**config.mk**
```make
export PLATFORM = sky130hd
export DESIGN_NAME = pixel_writer_12bit
export DESIGN_NICKNAME = d
export VERILOG_FILES = /design/src/rtl/pixel_writer_pkg.sv /design/src/rtl/channel_quantizer.sv /design/src/rtl/pixel_writer_12bit.sv
export SDC_FILE = /design/constraint.sdc
export NUM_CORES = 1
export LEC_CHECK = 0
export ABC_AREA = 1
export BUFFER_PORTS_ARGS = -buffer_cell sky130_fd_sc_hd__buf_2
export CORE_MARGIN = 2
export CORE_UTILIZATION = 50
export CTS_BUF_LIST = sky130_fd_sc_hd__clkbuf_4
export CTS_CLUSTER_SIZE = 10
export DETAILED_ROUTE_END_ITERATION = 12
export GPL_ROUTABILITY_DRIVEN = 0
export PLACE_DENSITY = 0.76
export SYNTH_ARGS = -nofsm -noshare
export SYNTH_HDL_FRONTEND = slang
export SYNTH_SLANG_ARGS = --single-unit
```
**constraint.sdc**
```tcl
create_clock -name clk -period 1.9 [get_ports clk]
set_clock_uncertainty 0.15 [all_clocks]
set_input_delay 0.475 -clock clk [delete_from_list [all_inputs] [get_ports clk]]
set_output_delay 0.475 -clock clk [all_outputs]
set_load 0.05 [all_outputs]
```
**src/rtl/pixel_writer_pkg.sv**
```systemverilog
// Shared types and widths for the RGB byte-stream to 12-bit pixel writer.
package pixel_writer_pkg;

    localparam int CHAN_IN_W  = 8;
    localparam int CHAN_OUT_W = 4;
    localparam int PIX_W      = 3 * CHAN_OUT_W;

    // Receive FSM encoding; wire byte order is R, G, B, then one write cycle.
    typedef logic [1:0] state_t;
    localparam state_t S_R     = 2'd0;
    localparam state_t S_G     = 2'd1;
    localparam state_t S_B     = 2'd2;
    localparam state_t S_WRITE = 2'd3;

endpackage

```
**src/rtl/channel_quantizer.sv**
```systemverilog
// 8-bit colour channel to 4-bit nibble. Define PIXEL_ROUND_EN for
// round-to-nearest with saturation; otherwise the upper nibble is kept.
module channel_quantizer
    import pixel_writer_pkg::*;
(
    input  logic [CHAN_IN_W-1:0]  chan_i,
    output logic [CHAN_OUT_W-1:0] nib_o
);

`ifdef PIXEL_ROUND_EN
    logic [CHAN_IN_W:0] sum;

    // Bytes 248..255 round up to 16, which does not fit a nibble: clamp to 15.
    assign sum   = {1'b0, chan_i} + (CHAN_IN_W + 1)'(8);
    assign nib_o = sum[CHAN_IN_W] ? {CHAN_OUT_W{1'b1}} : sum[CHAN_IN_W-1 -: CHAN_OUT_W];
`else
    logic unused_low_bits;

    assign nib_o           = chan_i[CHAN_IN_W-1 -: CHAN_OUT_W];
    assign unused_low_bits = ^chan_i[CHAN_IN_W-CHAN_OUT_W-1:0];
`endif

endmodule

```
**src/rtl/pixel_writer_12bit.sv**
```systemverilog
// Packs R, G, B bytes into {B,G,R} 12-bit pixels and writes them to a frame
// buffer in raster order. Quantisation mode follows macro PIXEL_ROUND_EN.
module pixel_writer_12bit
    import pixel_writer_pkg::*;
#(
    parameter int NUM_PIXELS = 49152,
    parameter int ADDR_W     = 16
) (
    input  logic                 clk,
    input  logic                 rst,
    input  logic [CHAN_IN_W-1:0] rx_data,
    input  logic                 rx_valid,
    output logic                 rx_ready,
    input  logic                 sync_clear,
    output logic                 wr_en,
    output logic [ADDR_W-1:0]    wr_addr,
    output logic [PIX_W-1:0]     wr_data,
    output logic                 frame_done
);

    localparam logic [ADDR_W-1:0] LAST_ADDR = ADDR_W'(NUM_PIXELS - 1);

    state_t                state_q, state_d;
    logic [CHAN_OUT_W-1:0] r_q, r_d;
    logic [CHAN_OUT_W-1:0] g_q, g_d;
    logic [CHAN_OUT_W-1:0] b_q, b_d;
    logic [ADDR_W-1:0]     addr_q, addr_d;
    logic [PIX_W-1:0]      data_q, data_d;
    logic [CHAN_OUT_W-1:0] nib;
    logic                  accept;
    logic [PIX_W-1:0]      pixel;

    // One quantizer serves all channels: only one byte is accepted per cycle.
    channel_quantizer u_quant (
        .chan_i (rx_data),
        .nib_o  (nib)
    );

    assign rx_ready   = !rst && !sync_clear && (state_q != S_WRITE);
    assign accept     = rx_valid && rx_ready;
    assign wr_en      = !rst && !sync_clear && (state_q == S_WRITE);
    assign frame_done = wr_en && (addr_q == LAST_ADDR);
    assign wr_addr    = addr_q;
    assign pixel      = {b_q, g_q, r_q};

    // Live pixel while writing; afterwards the last written pixel is held.
    assign wr_data = (state_q == S_WRITE) ? pixel : data_q;

    // NOTE: every next-state variable gets a default first so no latch is inferred.
    always_comb begin
        state_d = state_q;
        r_d     = r_q;
        g_d     = g_q;
        b_d     = b_q;
        addr_d  = addr_q;
        data_d  = data_q;
        if (sync_clear) begin
            state_d = S_R;
            addr_d  = '0;
        end else begin
            case (state_q)
                S_R: if (accept) begin
                    r_d     = nib;
                    state_d = S_G;
                end
                S_G: if (accept) begin
                    g_d     = nib;
                    state_d = S_B;
                end
                S_B: if (accept) begin
                    b_d     = nib;
                    state_d = S_WRITE;
                end
                default: begin
                    state_d = S_R;
                    data_d  = pixel;
                    addr_d  = (addr_q == LAST_ADDR) ? '0 : addr_q + 1'b1;
                end
            endcase
        end
    end

    // NOTE: state registers use non-blocking assignments so all update together at the edge.
    always_ff @(posedge clk) begin
        if (rst) begin
            state_q <= S_R;
            r_q     <= '0;
            g_q     <= '0;
            b_q     <= '0;
            addr_q  <= '0;
            data_q  <= '0;
        end else begin
            state_q <= state_d;
            r_q     <= r_d;
            g_q     <= g_d;
            b_q     <= b_d;
            addr_q  <= addr_d;
            data_q  <= data_d;
        end
    end

endmodule

```
# Yosys cells after proc, flatten, opt, wreduce, memory -nomap -nowiden
# Cells that the tools add are included.
dict set report totals {
  ramBits 0
  n_memories 0
  latch_bits 0
  inputBits 12
  out_inout_bits 31
  elab_cells 38
  ff_bits 42
  romBits 0
}
dict set report classes {
  n_reduce_logical 15
  muxes 6
  shift 0
  n_bitwise 2
  eq_ne 8
  order_cmp 0
  n_div 0
  multipliers 0
  addsub 1
}
# cell count
set op_table {}
lappend op_table {{16-bit by 1-bit adder with 16-bit output (second input constant)} 1}
lappend op_table {{16-bit equality test (second input constant)} 1}
lappend op_table {{16-bit 2-to-1 mux} 1}
lappend op_table {{12-bit 2-to-1 mux} 1}
lappend op_table {{3-bit AND reduction} 4}
lappend op_table {{2-bit inequality test (second input constant)} 4}
lappend op_table {{2-bit 2-to-1 mux} 3}
lappend op_table {{2-bit case mux with 3 select lines} 1}
lappend op_table {{1-bit logical AND} 5}
lappend op_table {{2-bit equality test (second input constant)} 2}
lappend op_table {{3-bit OR reduction} 1}
lappend op_table {{2-bit by 1-bit equality test with 1-bit output (second input constant)} 1}
lappend op_table {{1-bit zero test} 2}
lappend op_table {{2-bit zero test} 1}
lappend op_table {{1-bit inverter} 2}
lappend op_table {{2-bit AND reduction} 1}
lappend op_table {{2-bit OR reduction} 1}

# Logic depth before layout (Yosys ltp)
dict set report depth {
  ltp_word 6
  depth_mapped 8
  depth_no_buf 8
}

# By module
# From an unflattened synthesis, not the netlist that was laid out.
dict set report hier_totals {
  hier_cells 288
  area_unflattened_um2 2037.0
}
# mod seq_area_each_um2 cells_per_inst n_inst area_per_inst_um2
set by_module_without_submodules {}
lappend by_module_without_submodules {pixel_writer_12bit 840.8 284 1 2006.9}
lappend by_module_without_submodules {channel_quantizer 0.0 4 1 30.0}

# Worst setup path before layout
# OpenSTA, ideal clock, no wires.
dict set report synth_timing {
  kind {register -> output}
  from {register addr_q[1], in the netlist wr_addr[1]}
  to {output frame_done}
  t_required_ns 1.275
  path_buffers 0
  slack_ns -1.051
  path_stages_with_launch 6
  arrival_time_ns 2.326
  cell_sequence {dfxtp_1 -> ha_1 -> nand2_1 -> nor2_1 -> nand4_1 -> nor3_1}
}
dict set report synth_between {
  elab_chain_len 2
}
# element line
set synth_lines {}
lappend synth_lines {{start: declaration} pixel_writer_12bit.sv:27} ;# logic [ADDR_W-1:0] addr_q, addr_d;
lappend synth_lines {{start signal: assignment} pixel_writer_12bit.sv:97} ;# addr_q <= addr_d;
lappend synth_lines {{16-bit equality test} pixel_writer_12bit.sv:42} ;# assign frame_done = wr_en && (addr_q == LAST_ADDR);
lappend synth_lines {{1-bit logical AND} pixel_writer_12bit.sv:42}
lappend synth_lines {{end: declaration} pixel_writer_12bit.sv:18} ;# output logic frame_done
# No other way between the ends.

# Worst setup path after layout
dict set report layout_timing {
  from {register addr_q[0], in the netlist wr_addr[0]}
  to {output frame_done}
}
# Same word-level chain as after synthesis.

==> flow_metrics.tcl <==
set metrics [dict create \
    final_nets 382 \
    tritoncts "done" \
    startpoint "wr_addr[0]" \
    post_drt_wl_per_cell_um 14.90 \
    p_leak_uw 0.001430 \
    synth-seq-cells 42 \
    die-area_mm2 0.004537 \
    setup_tns_ps -2789 \
    clkTransAtPathRegs_ps 130 \
    io_pins 43 \
    endpoint "frame_done" \
    vias 2255 \
    vdd_drop_max_mv 0.4459 \
    syn_area_mm2 0.002007 \
    seq_power_share_pct 55.6 \
    grt_pass1_vias 1991 \
    hold_class "input pin to flip-flop" \
    grt_pass1_wl_mm 9.101 \
    hold_ws_ps 224.6 \
    yosys_warnings 0 \
    start_kind "flip-flop" \
    clk_path_buf_depth 2 \
    max_slew_margin_pct 78.77 \
    post-synth-top-count-cell "nand2_1" \
    seq_area_frac_synth_pct 41.90 \
    postSynthAreaPerCell_um2 7.067 \
    synthCells 284 \
    yosysTopAreaCell "dfxtp_1" \
    path_class "flip-flop to output port" \
    rrSetupSlack_ps 80 \
    core_area_mm2 0.003943 \
    cts.sinks 42 \
    htreeDepth 2 \
    async_reset_ff_share_pct 0 \
    power.density_mw_per_mm2 507.1 \
    status "finished with violations" \
    p_int_uw 1208 \
    r2r_cells 8 \
    tightest_slew_ps 318.1 \
    drt_wl_total_mm 6.184 \
    route.detailed.drc 0 \
    rr_endpoint "data_q[5]" \
    synth_top_flop_cell "dfxtp_1" \
    clkPwrFrac_pct 37.3 \
    initial_core_util_pct 50.90 \
    synthTopCellsByArea "dfxtp_1 42%, nand2_1 13%, nor2_1 9.9%" \
    rsz0062_at_grt "yes" \
    synth_common_cells "68 x nand2_1, 53 x nor2_1, 42 x dfxtp_1, 26 x o21ai_0" \
    dp_hpwl_mm 3.539 \
    maxCapViolCount 0 \
    postRouteAntennaNets 0 \
    fmax_mhz 448.8 \
    synth_edf_count 0 \
    fp.dieH_um 67.36 \
    die_w_um 67.36 \
    r2r-start "state_q[0]" \
    drv_slew 0 \
    grt-ovfl-total 0 \
    violations "setup timing" \
    comb_power_share_pct 7.1 \
    critPathCaptureType "output port" \
    viasPerCell 5.434 \
    insertedDiodeCount 0 \
    synth_top_area_share_pct 41.90 \
    cts_buffers 5 \
    finalHoldViolCount 0 \
    dpl_worst_slack_ps -17.82 \
    clock_latency_ps 370 \
    cp.arrival_ps 1600 \
    area_delta_synth_final_pct 58.42 \
    synth_cell_types 24 \
    setup_violations 15 \
    clock-root-buffer "clkbuf_4" \
    synth_fp_nets 302 \
    grtUsageTotal_pct 27.00 \
    sw_frac_of_total_pct 25.05 \
    grt_max_degree 25 \
    min_period_ps 2228 \
    dr.pass1.iters 5 \
    setup_slack_ps -328.1 \
    antenna_found_initial 0 \
    switchingPower_uw 403.9 \
    layout-drive-gt1-share_pct 47.12 \
    crit_required_ps 1270 \
    fp-row-count 23 \
    fin_crit_sh_pct 117.3 \
    initialDrtViolationCount 240 \
    finish.utilization_pct 80.64 \
    critPathMaxFanout 2 \
    port_buffers 38 \
]
[timing repair]
| item | in CTS | in global routing |
|---|---|---|
| pin swaps | 11 | 11 |
| gates resized for setup | 90 | 30 |
| hold buffers | 0 | 0 |
| endpoints found under the setup margin | 15 | 22 |
| buffers inserted | 8 | 4 |
| gates cloned | 1 | 0 |
[flip-flops by register name, indices dropped and copies added, names as in the netlist]
register / cells
b_q: 4
data_q: 12
g_q: 4
r_q: 4
state_q: 2
wr_addr: 16
[critical path, cell delays in order (launching register included)]
cell	delay, ps
dfxtp_4	380
ha_4	140
nand2_4	50
nor2_4	100
nand4_1	150
nor3_4	230
buf_6	180
[final cells by class]
type,instances,area (µm²)
multi-input combinational,213,1360
inverter,23,90.09
timing repair buffer,79,714.4
tap,50,62.56
fill,230,763.2
clock inverter,3,43.79
clock buffer,5,37.54
sequential,42,870.8
[kinds of logic after synthesis]
kind of cell,count (synthesis),synth area share [%]
AOI/OAI and AO/OA,50,12.72
buffers and inverters,29,5.611
xor gates and xnor gates,4,1.746
DFF,42,41.90
and+or+nand+nor,153,34.29
adders and majority gates,6,3.741
[layer usage]
layer	wire length, µm	up-vias	track usage [%]
li1	-	1076	-
met1	2504	1054	34.96
met2	3096	104	44.55
met3	386	21	4.500
met4	196	0	11.22
met5	0	-	0
[metrics by stage]
step           cells  area [µm²]  power [µW]
2_1_floorplan    284        2141       970.8
3_3_place_gp     394        2575        1004
3_5_place_dp     394        2575        1006
4_1_cts          411        3033        1596
5_1_grt          415        3179        1654
6_report         415        3179        1612
[worst min path at each step]
| stage | endpoint | slack [ps] | depth (start not counted) | start |
|---|---|---|---|---|
| after global placement | data_q[6] | 330 | 2 | data_q[6] |
| after CTS | b_q[0] | 220 | 3 | rx_data[4] |
| final | r_q[2] | 220 | 3 | rx_data[6] |
| after floorplan | data_q[6] | 310 | 2 | data_q[6] |
| after global routing | b_q[2] | 240 | 3 | rx_data[6] |
| after detailed placement | data_q[6] | 340 | 2 | data_q[6] |
[layout by cell type, fill, tap and decap left out, drive strengths merged]
cell type / n
a21oi: 19
buf: 79
bufinv: 1
clkbuf: 5
clkinv: 2
dfxtp: 42
ha: 6
inv: 23
nand2: 70
nand3: 11
nand4: 5
nor2: 63
nor3: 4
o21ai: 29
o21bai: 2
xnor2: 1
xor2: 3
[power by group through the flow]
stage / Combinational [µW] / Sequential (µW) / Clock [µW]
after floorplan: 59.7 / 911 / 0
after global placement: 93.7 / 911 / 0
after detailed placement: 95.0 / 911 / 0
after CTS: 104 / 894 / 598
after global routing: 126 / 897 / 631
final: 115 / 896 / 601
Note: power is estimated with default switching activity, not from simulation.
